<file path="src/rtl/universal_shift_pkg.sv">
// Shared types and the single-step datapath function for universal_shift_reg_n.
// The step function works on a fixed maximum-width word so one definition
// serves every WIDTH; callers zero-extend Q in and truncate the result back.
package universal_shift_pkg;

  localparam int MAX_W = 64;

  typedef logic [MAX_W-1:0] word_t;

  typedef enum logic [2:0] {
    OP_HOLD = 3'd0,
    OP_LOAD = 3'd1,
    OP_SHL  = 3'd2,
    OP_SHR  = 3'd3,
    OP_ROL  = 3'd4,
    OP_ROR  = 3'd5,
    OP_INC  = 3'd6,
    OP_DEC  = 3'd7
  } op_t;

  typedef enum logic {
    IDLE = 1'b0,
    RUN  = 1'b1
  } state_t;

  typedef struct packed {
    word_t q;
    logic  out;
    logic  out_valid;
  } step_t;

  // Only shifts and rotates may be run as a multi-cycle burst.
  function automatic logic is_burst_op(op_t op);
    return (op == OP_SHL) || (op == OP_SHR) || (op == OP_ROL) || (op == OP_ROR);
  endfunction

  // One application of op to a width-bit value held in the low bits of q.
  // out/out_valid report the bit pushed out by a shift or rotate.
  function automatic step_t step(op_t op, word_t q, logic sin, word_t din,
                                 int unsigned width);
    step_t res;
    word_t mask;
    word_t msb_word;
    logic  msb;
    logic  lsb;
    mask      = (word_t'(1) << width) - word_t'(1);
    msb_word  = q >> (width - 1);
    msb       = msb_word[0];
    lsb       = q[0];
    res.q         = q;
    res.out       = 1'b0;
    res.out_valid = 1'b0;
    case (op)
      OP_LOAD: res.q = din & mask;
      OP_SHL: begin
        res.q         = ((q << 1) | word_t'(sin)) & mask;
        res.out       = msb;
        res.out_valid = 1'b1;
      end
      OP_SHR: begin
        res.q         = (q >> 1) | (word_t'(sin) << (width - 1));
        res.out       = lsb;
        res.out_valid = 1'b1;
      end
      OP_ROL: begin
        res.q         = ((q << 1) | word_t'(msb)) & mask;
        res.out       = msb;
        res.out_valid = 1'b1;
      end
      OP_ROR: begin
        res.q         = (q >> 1) | (word_t'(lsb) << (width - 1));
        res.out       = lsb;
        res.out_valid = 1'b1;
      end
      OP_INC:  res.q = (q + word_t'(1)) & mask;
      OP_DEC:  res.q = (q - word_t'(1)) & mask;
      default: res.q = q;
    endcase
    return res;
  endfunction

endpackage

</file>
<file path="src/rtl/universal_shift_reg_n.sv">
// Parametrised universal register: single-cycle load/shift/rotate/inc/dec,
// plus a burst mode that repeats a shift or rotate a programmable number of
// times with a busy/done handshake. The burst controller is a two-state FSM;
// the register itself lives in a separate datapath process.
module universal_shift_reg_n
  import universal_shift_pkg::*;
#(
  parameter int WIDTH = 8,
  parameter int DIN_W = 4,
  parameter int CNT_W = $clog2(WIDTH + 1)
) (
  input  logic             clk,
  input  logic             rst,
  input  logic             en,
  input  logic [2:0]       op,
  input  logic             start,
  input  logic [CNT_W-1:0] amount,
  input  logic             sin,
  input  logic [DIN_W-1:0] D,
  output logic [WIDTH-1:0] Q,
  output logic             sout,
  output logic             busy,
  output logic             done,
  output logic             wrap
);

  localparam int unsigned WIDTH_U = WIDTH;

  op_t              op_in;
  state_t           state;
  state_t           state_n;
  logic [CNT_W-1:0] remaining;
  logic [CNT_W-1:0] remaining_n;
  op_t              burst_op;
  op_t              burst_op_n;
  logic             done_n;
  logic             do_step;
  op_t              step_op;
  logic             wrap_n;
  step_t            step_res;

  assign op_in = op_t'(op);
  assign busy  = (state == RUN);

  // Burst controller state: current mode, steps still to do, latched op, done pulse.
  always_ff @(posedge clk) begin
    if (rst) begin
      state     <= IDLE;
      remaining <= '0;
      burst_op  <= OP_HOLD;
      done      <= 1'b0;
    end else begin
      state     <= state_n;
      remaining <= remaining_n;
      burst_op  <= burst_op_n;
      done      <= done_n;
    end
  end

  // Decide next controller state and whether the datapath steps this edge, and with which op.
  always_comb begin
    state_n     = state;
    remaining_n = remaining;
    burst_op_n  = burst_op;
    done_n      = 1'b0;
    do_step     = 1'b0;
    step_op     = op_in;
    if (en) begin
      case (state)
        IDLE: begin
          if (start && is_burst_op(op_in)) begin
            state_n     = RUN;
            remaining_n = amount;
            burst_op_n  = op_in;
          end else begin
            do_step = 1'b1;
            step_op = op_in;
          end
        end
        RUN: begin
          if (remaining != '0) begin
            do_step     = 1'b1;
            step_op     = burst_op;
            remaining_n = remaining - 1'b1;
          end else begin
            state_n = IDLE;
            done_n  = 1'b1;
          end
        end
        default: state_n = IDLE;
      endcase
    end
  end

  // Compute the candidate next register value and the wrap condition for the selected op.
  always_comb begin
    step_res = step(step_op, word_t'(Q), sin, word_t'(D), WIDTH_U);
    wrap_n   = ((step_op == OP_INC) && (Q == '1)) ||
               ((step_op == OP_DEC) && (Q == '0));
  end

  if (WIDTH < MAX_W) begin : g_hi_bits
    logic unused_hi;
    assign unused_hi = ^step_res.q[MAX_W-1:WIDTH];
  end

  // Register, serial-out and wrap pulse; sout only moves when a bit is shifted or rotated out.
  always_ff @(posedge clk) begin
    if (rst) begin
      Q    <= '0;
      sout <= 1'b0;
      wrap <= 1'b0;
    end else begin
      wrap <= 1'b0;
      if (do_step) begin
        Q    <= step_res.q[WIDTH-1:0];
        wrap <= wrap_n;
        if (step_res.out_valid) begin
          sout <= step_res.out;
        end
      end
    end
  end

endmodule

</file>
<file path="config.mk">
export PLATFORM = sky130hd
export DESIGN_NAME = universal_shift_reg_n
export DESIGN_NICKNAME = d
export VERILOG_FILES = /design/src/rtl/universal_shift_pkg.sv /design/src/rtl/universal_shift_reg_n.sv
export SDC_FILE = /design/constraint.sdc
export NUM_CORES = 1
export LEC_CHECK = 0
export CAP_MARGIN = 20
export CORE_MARGIN = 3
export CORE_UTILIZATION = 52
export CTS_BUF_LIST = sky130_fd_sc_hd__clkbuf_16
export CTS_CLUSTER_DIAMETER = 200
export DETAILED_ROUTE_END_ITERATION = 10
export PLACE_DENSITY_LB_ADDON = 0.05
export SYNTH_ARGS = -nofsm -noshare
export SYNTH_HDL_FRONTEND = slang
export SYNTH_SLANG_ARGS = --single-unit
</file>
<file path="constraint.sdc">
create_clock -name clk -period 4.21 [get_ports clk]
set_input_delay 0.6315 -clock clk [delete_from_list [all_inputs] [get_ports clk]]
set_output_delay 0.6315 -clock clk [all_outputs]
set_load 0.05 [all_outputs]
</file>
==> flow_summary_export.csv <==
group,metric,value,unit
clock_network,cts_root_buffer,"clkbuf_16",
cells_and_area,fillers,236,
sta,slew_headroom,60.4,%
sta,drv_slew,0,
setup_path,cp-start-kind,"input pin",
sta,fmax,277,MHz
die,dieHeight,60.7,um
cells_and_area,layout_common_cells,"27 x clkdlybuf4s50_1, 19 x dfxtp_1, 17 x nand2_1, 16 x nor2_1, 12 x mux2i_1",
setup_path,crit_type,"in -> reg",
setup_path,rrSetupSlack,0.78,ns
detailed_routing,vias_per_cell,6.11,
setup_path,max_stage_delay,0.53,ns
clock_network,htreeDepth,1,
detailed_routing,vias,1484,
die,start_util,55.5,%
global_routing,grt_first_pass_wirelength,6270,um
setup_path,crit_fanout,9,
power,power_density,290,nW/um2
detailed_routing,wire_per_inst,16.0,um
cells_and_area,stdcell_count,243,
placed_design,dp_cells,239,
clock_network,cts_resized,0,
yosys,async_reset_ff_share,0,%
yosys,post-synth-top-area-cell,"dfxtp_1",
cells_and_area,layout-drive-gt1-share,9.43,%
yosys,synth-seq-cells,19,
cells_and_area,area.growth.synth_to_final,23.1,%
yosys,syn-num-nets,210,
sta,setup_viol,0,
power,vdd_ir_drop_max,0.000192,V
global_routing,grt_pass1_vias,1328,
job,cap_violations,0,
die,die-area,3690,um2
die,core_area,2810,um2
sta,hold_violations,0,
yosys,ys.flop_type,"dfxtp_1",
global_routing,grt_max_degree,16,
clock_network,hold_buffers,0,
die,rows,19,
clock_network,cts_buffers,3,
cells_and_area,final_nets,237,
global_routing,antenna_found_initial,0,
clock_network,clk_pin_slew,0.06,ns
setup_path,crit_path_top_delay_cell,"clkdlybuf4s50_1",
sta,rsz0062_at_grt,"false",
clock_network,insertion_delay,0.25,ns
sta,hold_ws,0.499,ns
placed_design,hpwlAfterDp,2960,um
setup_path,crit_path_end_kind,"flop",
detailed_routing,wl,3890,um
sta,tightest_slew,0.592,ns
detailed_routing,drc,0,
clock_network,clk_path_buf_depth,2,
detailed_routing,drtIter0Drc,90,
placed_design,place_congestion,0.909,
setup_path,critPathRequiredTime,4.36,ns
yosys,ys_seq_area_share,24.4,%
yosys,yosysWarnings,0,
yosys,synthesis.instances,186,
yosys,synth_edf_count,0,
die,die_w,60.7,um
yosys,avgSynthCellArea,8.37,um2
outcome,outcome,"finished, final reports clean",
sta,min_period_over_period,85.7,%
yosys,synth_top_area_share,24.4,%
cells_and_area,diodes,0,
sta,finClkSkew,0.00452,ns
sta,period_needed,3.61,ns
detailed_routing,drt_first_pass_iters,4,
setup_path,path_cells,"clkdlybuf4s50_1, nand2_1, nor2_4, mux2_2, nor2_1, ha_1, a211oi_1, o21bai_1, a21oi_1, xor2_1, o22ai_1, a22o_1",
clock_network,cts_sinks,19,
detailed_routing,antenna_left,0,
clock_network,cts_setup_buffers,0,
setup_path,cp.arrival,3.75,ns
sta,tns,0,ns
die,top_level_ports,28,
power,p_leak,0.708,nW
setup_path,crit_family,"compound AO/OA/AOI/OAI gates",
global_routing,grt_usage,22.5,%
global_routing,overflow,0,
setup_path,critPathBufInv,1,
placed_design,portBuffers,27,
yosys,synth_top_cells_by_area,"dfxtp_1 24%, mux2i_1 7.7%, ha_1 5.6%, nand2b_1 4.4%, nand2_1 4.1%",
cells_and_area,final_common_cell,"clkdlybuf4s50_1",
min_path,hp-class,"reg -> reg",
yosys,syn_area,1560,um2
clock_network,tritoncts,"done",
yosys,yosysUniqueCellTypes,53,
-- worst register-to-register path, delay by kind of cell (launching register included) --
family	cells	cell delay, ns
fa+ha+maj	2	0.63
flops	1	0.37
buf+inv	1	0.09
compound gates	5	0.94
mux	1	0.43
xor+xnor	1	0.17
simple gates	3	0.72
-- cell type report --
cell class                      count  area, um2  share of cell area, %
Inverter                            5       18.8                  0.978
Clock inverter                      1       5.00                  0.261
Timing Repair Buffer               29        285                   14.9
Sequential cell                    19        380                   19.8
Clock buffer                        3       75.1                   3.91
Multi-Input combinational cell    155       1110                   58.1
Tap cell                           31       38.8                   2.02
-- per-layer routing --
metal  track usage [%]  vias up  part of all wire, %
met5                 0        -                    0
met4              4.64        0                 0.44
met3              3.62        2                  5.8
met2              34.5       42                   46
met1              33.4      696                   48
li1                  -      744                    -
-- per-stage QoR --
stage	total power, mW	area (um2)	worst slack (ns)	util (%)
3_5_place_dp	0.360	1840	0.366	65.5
3_3_place_gp	0.357	1840	0.535	65.5
6_report	0.556	1920	0.604	68.4
4_1_cts	0.560	1920	0.619	68.4
5_1_grt	0.584	1920	0.351	68.4
2_1_floorplan	0.312	1560	1.07	-
-- registers in the layout, summed over array words and instances, names as in the netlist --
name	count
Q	8
burst_op	3
busy	1
done	1
remaining	4
sout	1
wrap	1
-- path summary, 6_finish.rpt --
check                                  start   end  depth (start not counted)
worst max-delay path                      en  Q[6]                         12
worst min-delay path                    sout  sout                          2
worst max register to register  remaining[0]  Q[6]                         13
worst min register to register          sout  sout                          2
-- where the power goes --
part           leakage [nW]  switching, mW  total [mW]  internal (mW)
logic                 0.512         0.0847       0.152         0.0676
registers             0.154         0.0168       0.206          0.189
clock network        0.0409         0.0708       0.198          0.127
-- cells by family (layout without fill, tap and decap cells) --
group	count (synthesis)	in the layout	share of synthesized area, %
flops	19	19	24.4
xor+xnor	7	7	4.42
mux	17	17	12.0
buf+inv	12	38	4.02
fa+ha+maj	8	8	6.91
compound gates	49	49	22.1
simple gates	74	74	26.2
-- synthesized netlist by cell type, types with 2 or more instances --
cell and instances:
a21oi_1 8, buf_2 2, or2_2 2, a21oi_2 2
nor3b_4 2, clkbuf_1 2, nor2_1 16, a211oi_1 4
ha_1 7, o31ai_1 4, nand2b_1 11, o22ai_1 6
xnor2_1 2, dfxtp_1 19, nor2b_1 4, inv_1 5
nand2_1 17, xor2_1 4, and3_1 4, nor3_1 4
buf_6 2, a22o_1 3, o21ai_0 5, mux2i_1 12
nor4_1 3, a311oi_1 2, nand4_1 2, mux2_4 2
o21bai_1 3, nand3_1 3, mux2_2 2
Power figures use the tool's default switching activity.
